$ cat src/rtl/timer_counter.sv
// Memory-mapped down-counting timer: CTRL / PRESET / COUNT registers, a
// four-state load/count/interrupt FSM, and a maskable level interrupt.
module timer_counter (
    input  logic        clk,
    input  logic        reset,
    input  logic [31:2] Addr,
    input  logic        WE,
    input  logic [31:0] Din,
    output logic [31:0] Dout,
    output logic        IRQ
);

    typedef enum logic [1:0] {
        StIdle = 2'b00,
        StLoad = 2'b01,
        StCnt  = 2'b10,
        StInt  = 2'b11
    } state_e;

    localparam logic [1:0] AddrCtrl   = 2'b00;
    localparam logic [1:0] AddrPreset = 2'b01;
    localparam logic [1:0] AddrCount  = 2'b10;

    state_e      state_q;
    logic [3:0]  ctrl_q;
    logic [31:0] preset_q;
    logic [31:0] count_q;
    logic        irq_flag_q;

    logic        enable;
    logic        auto_reload;
    logic        ctrl_wr;
    logic        preset_wr;

    assign enable      = ctrl_q[0];
    // Only Mode=01 reloads; 10 and 11 fall back to one-shot.
    assign auto_reload = (ctrl_q[2:1] == 2'b01);
    assign ctrl_wr     = WE && (Addr[3:2] == AddrCtrl);
    assign preset_wr   = WE && (Addr[3:2] == AddrPreset);

    // Register file, FSM and interrupt flag; bus writes are applied after the
    // FSM so a CPU CTRL write overrides the FSM clearing Enable.
    always_ff @(posedge clk) begin
        if (reset) begin
            state_q    <= StIdle;
            ctrl_q     <= 4'h0;
            preset_q   <= 32'h0;
            count_q    <= 32'h0;
            irq_flag_q <= 1'b0;
        end else begin
            case (state_q)
                StIdle: begin
                    if (enable) begin
                        state_q <= StLoad;
                    end
                end
                StLoad: begin
                    count_q    <= preset_q;
                    irq_flag_q <= 1'b0;
                    state_q    <= StCnt;
                end
                StCnt: begin
                    if (!enable) begin
                        state_q <= StIdle;
                    end else if (count_q > 32'd1) begin
                        count_q <= count_q - 32'd1;
                    end else begin
                        // Covers COUNT of 1 and of 0 (PRESET=0), so no wrap.
                        count_q    <= 32'h0;
                        irq_flag_q <= 1'b1;
                        state_q    <= StInt;
                    end
                end
                StInt: begin
                    if (auto_reload) begin
                        irq_flag_q <= 1'b0;
                    end else begin
                        ctrl_q[0] <= 1'b0;
                    end
                    state_q <= StIdle;
                end
                default: state_q <= StIdle;
            endcase

            if (ctrl_wr) begin
                ctrl_q     <= Din[3:0];
                irq_flag_q <= 1'b0;
            end
            if (preset_wr) begin
                preset_q <= Din;
            end
        end
    end

    // Combinational read mux.
    always_comb begin
        Dout = 32'h0;
        unique case (Addr[3:2])
            AddrCtrl:   Dout = {28'h0, ctrl_q};
            AddrPreset: Dout = preset_q;
            AddrCount:  Dout = count_q;
            default:    Dout = 32'h0;
        endcase
    end

    assign IRQ = irq_flag_q & ctrl_q[3];

endmodule

$ cat config.mk
export PLATFORM = sky130hd
export DESIGN_NAME = timer_counter
export DESIGN_NICKNAME = d
export VERILOG_FILES = /design/src/rtl/timer_counter.sv
export SDC_FILE = /design/constraint.sdc
export NUM_CORES = 1
export LEC_CHECK = 0
export BUFFER_PORTS_ARGS = -buffer_cell sky130_fd_sc_hd__buf_2
export CAP_MARGIN = 20
export CORE_ASPECT_RATIO = 0.5
export CORE_MARGIN = 2
export CORE_UTILIZATION = 54
export DETAILED_ROUTE_END_ITERATION = 6
export HOLD_SLACK_MARGIN = 0.12
export PLACE_DENSITY = 0.8
export REMOVE_ABC_BUFFERS = 1
export SLEW_MARGIN = 20
export SYNTH_ARGS = -nofsm -noshare
export SYNTH_HDL_FRONTEND = slang
export SYNTH_SLANG_ARGS = --single-unit
$ cat constraint.sdc
create_clock -name clk -period 3.7 [get_ports clk]
set_clock_uncertainty 0.1 [all_clocks]
set_input_delay 0.74 -clock clk [delete_from_list [all_inputs] [get_ports clk]]
set_output_delay 0.74 -clock clk [all_outputs]
set_load 0.01 [all_outputs]
# Yosys cells after proc, flatten, opt, wreduce, memory -nomap -nowiden
# Index checks and enable logic that the tools add are counted.
# word_totals
reg_bits	71
wordCells	48
in_bits	65
# op_classes
magnitude_cmp	1
n_reduce_logical	12
add_sub_neg	1
n_eq_ne	12
n_mux	15
bitwise	1
# op_table
operator	n
32-bit case mux with 3 select lines	1
32-bit 2-to-1 mux	2
32-bit case mux with 2 select lines	1
32-bit by 1-bit greater-than comparator with 1-bit output (second input constant)	1
32-bit by 1-bit subtractor with 32-bit output (second input constant)	1
2-bit != test (second input constant)	4
2-bit case mux with 4 select lines	1
2-bit by 1-bit == test with 1-bit output (second input constant)	3
2-bit == test (second input constant)	3
1-bit 2-to-1 mux	6
2-bit 2-to-1 mux	3
2-bit AND reduction	3
2-bit zero test	2
4-bit AND reduction	1
2-bit nonzero test	2
3-bit != test (second input constant)	1
1-bit case mux with 3 select lines	1
3-bit nonzero test	1
1-bit logical AND	2
2-bit by 1-bit != test with 1-bit output (second input constant)	1
2-bit OR reduction	1
1-bit bitwise AND	1

# Depth between registers and ports, before layout
# logic_depth
word_depth	4
mapped_depth	9
depth_no_buf	7

# Worst setup path before layout
# No wires, ideal clock.
# synth_path
path_kind	input -> output
start	in Addr[3] in the netlist's numbering
end	out Dout[10]
arrival_ns	1.960
n_path_buf	3
path_stages	5
setup_slack_ns	0.900
path_cell_list	clkbuf_1 nor2b_1 clkbuf_1 clkbuf_1 a22o_1
# synth_via
elab_chain_len	2
elab_cells_between_ends	4
classes_between	eq/ne (2); mux (1); reduce/logical (1)
# synth_lines
element	line	rtl
start: declaration	6	input logic [31:2] Addr,
2-bit == test (tied with other cells)	98	unique case (Addr[3:2])
32-bit case mux with 3 select lines *	98	
end: declaration	9	output logic [31:0] Dout,
# Mark *: on every way between the ends. The rest lies on a longest branch, timed or not.

# Final worst setup path
# layout_path
start	reg count_q[25]
end	reg count_q[17]
# layout_via
elab_chain_len	4
# layout_lines
element	line	rtl
start: declaration	27	logic [31:0] count_q;
start signal: assignment	58	count_q <= preset_q;
start signal: assignment	66	count_q <= count_q - 32'd1;
32-bit by 1-bit greater-than comparator with 1-bit output	65	end else if (count_q > 32'd1) begin
32-bit 2-to-1 mux	65	
32-bit 2-to-1 mux	63	if (!enable) begin
32-bit case mux with 2 select lines	51	case (state_q)
# No other way between the ends. The select of a mux whose other input is x is not followed.
# A chain may end at the register's enable or synchronous reset.

==> key figures <==
GRT
  • First-pass GRT wire length: between 20,000 and 25,000 µm
  • Largest net degree at the start of global routing: between 40 and 50
  • Initial antenna violation count: 0
  • GRT Total Usage: 31.04%
  • GR Overflow Total: 0
  • Vias in the first global route: 3,966

STA
  • Slew Viols, Final: 0
  • TNS Setup: 0 ns
  • Final setup fails: 0
  • Hold slack: 0.3610 ns
  • Min Clock Period, post-route: about 2.9 ns
  • Endpoints failing hold: 0
  • Highest Clock Rate: 0.3447 GHz
  • Worst Max-Slew Pin Slew: 0.9781 ns
  • Max transition margin: 34.65%
  • RSZ-0062 raised after global routing: no
  • Final Cycle Share: 78.41%
  • Final worst slack: 0.7989 ns

Floorplan
  • Die area: about 8300 µm²
  • Die width: 127.2 µm
  • Core ar.: 7350 µm²
  • Die H: 65.61 µm
  • Initial core utilization: 55.77%
  • I/O pins: 98
  • Rows: 22

Clock tree
  • H-tree depth: 3
  • Clk_lat worst skew: 0.34 ns
  • TritonCTS buffer count: 9
  • CTS resizes: 0
  • Cts hold-fix bufs: 0
  • Post-CTS setup repair buffer count: 0
  • CTS clock-pin slew for the worst setup and hold paths: about 0.060 ns
  • CTS Sinks: 71
  • Clock root cell: clkbuf_16
  • CTS tree: yes
  • Clock Tree Buf Depth: 2

Final layout
  • # nets final: 653
  • Area of the multi-input gates: 2464 µm²
  • Final core utilization: 64.56%
  • Post-Layout Inst Area: around 4700 µm²
  • Antenna diode count: 0
  • Area delta synth->final: 15.75%
  • Fill count: 692
  • Share of layout cells above drive strength 1: 19.29%
  • Post-Layout Cell Count: about 700
  • Most common cell after layout, fill and taps aside: nand2_1
  • Reg area: 1421 µm²
  • Commonest non-fill, non-tap cells in the layout: 98 x nand2_1, 71 x dfxtp_1, 69 x buf_2, 57 x a21oi_1, 28 x a22o_1

Place
  • IO buf count: 69
  • Pre-CTS setup slack: slightly below 0.9 ns
  • Post-DP HPWL: approximately 8200 µm
  • Placer Congestion: between 0.9 and 1
  • Cells after DPL: ~670
  • Area after DPL: ~4500 µm²

Route
  • Via/cell ratio: 6.409
  • DR WL/cell: ~18 µm
  • Drt total wl: 12,460 µm
  • Post-route ant nets: 0
  • DRT iter0 DRCs: 541
  • Pre-antenna DRT Iters: 5
  • DR vias: 4,403
  • Drt drc: 0

Power
  • Static leakage: 1.985 nW
  • Pwr Density: between 300 and 400 nW/µm²
  • VDD IR max: between 0.2 and 0.25 mV
  • Final Power: 1.829 mW

Worst setup path
  • CP max stage delay: 0.74 ns
  • Critical path fanouts, max: 30
  • Critical Path End Type: flop
  • Worst path most repeated cell: or4_4
  • WP data required: 3.81 ns
  • Slowest CP cell: or4_4
  • Critical path class: reg -> reg
  • Crit start category: flop
  • Crit path cell chain: or4_1, or4_4, or4_4, a221oi_1, a211oi_1
  • CP Data Arrival Time: 3.01 ns

Synth
  • Most used DFF post-synth: dfxtp_1
  • Distinct cells, synth: 51
  • Share of flip-flops with an asynchronous set or reset: 0%
  • Post-synth EDFFs: 0
  • Post-synthesis sequential area ratio: about a third
  • Synth Instances: 546
  • Mapped Area: 4099 µm²
  • Post-Syn Area per Cell: around 7.5 µm²
  • Register bit total from synthesis: 71
  • Ys Warns: 0

Flow run
  • Max-cap check violation count: 0

Outcome
  • Status: completed

Worst hold path
  • Hold/Removal Path Class: reg -> reg
==> per-layer routing <==
metal / share of wire (%) / global-route usage, %
met4: 1.4 / 8.516
met2: 40 / 43.48
met3: 11 / 7.818
met5: 0 / 0
met1: 47 / 46.62
==> synthesized netlist by cell type, types with 11 or more instances <==
| master | count | area share, % |
|---|---|---|
| a22o_1 | 28 | 6.0 |
| mux2i_1 | 12 | 2.9 |
| o22ai_1 | 12 | 1.8 |
| a31oi_1 | 13 | 2.0 |
| clkbuf_1 | 47 | 4.3 |
| nor2_1 | 20 | 1.8 |
| dfxtp_1 | 71 | 35 |
| nor4_1 | 14 | 2.1 |
| nand2_1 | 98 | 9.0 |
| nand3_1 | 24 | 2.9 |
| a21oi_1 | 58 | 7.1 |
| or3_1 | 14 | 2.1 |
| o21ai_0 | 17 | 2.1 |
| or4_1 | 14 | 2.6 |
| and3_1 | 11 | 1.7 |
==> cell families (layout without fill, tap and decap cells) <==
family | Yosys count | count (layout) | synth area share (%)
AOI/OAI and AO/OA | 166 | 166 | 26.65
adders and majority gates | 2 | 2 | 0.6104
buffers and inverters | 57 | 102 | 5.494
DFF | 71 | 71 | 34.68
muxes | 14 | 14 | 3.480
and+or+nand+nor | 236 | 236 | 29.09
==> sequential cells by signal, indices dropped and copies added (netlist names) <==
signal and cells:
count_q 32, ctrl_q 4, preset_q 32, state_q 2, irq_flag_q 1
==> power by group <==
group	internal, mW	switching, mW
Sequential	0.781	0.0158
Clock	0.488	0.336
Combinational	0.0721	0.137
==> worst max-delay path: cells and delay by family, from the launching register on <==
kind,cells,cell delay (ns)
AOI/OAI and AO/OA,2,0.45
and+or+nand+nor,3,1.85
DFF,1,0.37
==> final timing paths <==
check                    start      endpoint  slack [ns]  cells after the start
hold / removal    preset_q[21]  preset_q[21]        0.36                      2
setup reg to reg   count_q[25]   count_q[17]        0.80                      5
hold reg to reg   preset_q[21]  preset_q[21]        0.36                      2
setup / recovery   count_q[25]   count_q[17]        0.80                      5
==> layout make-up <==
cell class                      count  area share, %
Clock buffer                       11          5.327
Clock inverter                      5         0.6857
Inverter                            5         0.3956
Multi-Input combinational cell    418          51.93
Sequential cell                    71          29.96
Tap cell                           96          2.532
Timing Repair Buffer               81          9.177
(Power assumes the default switching activity.)
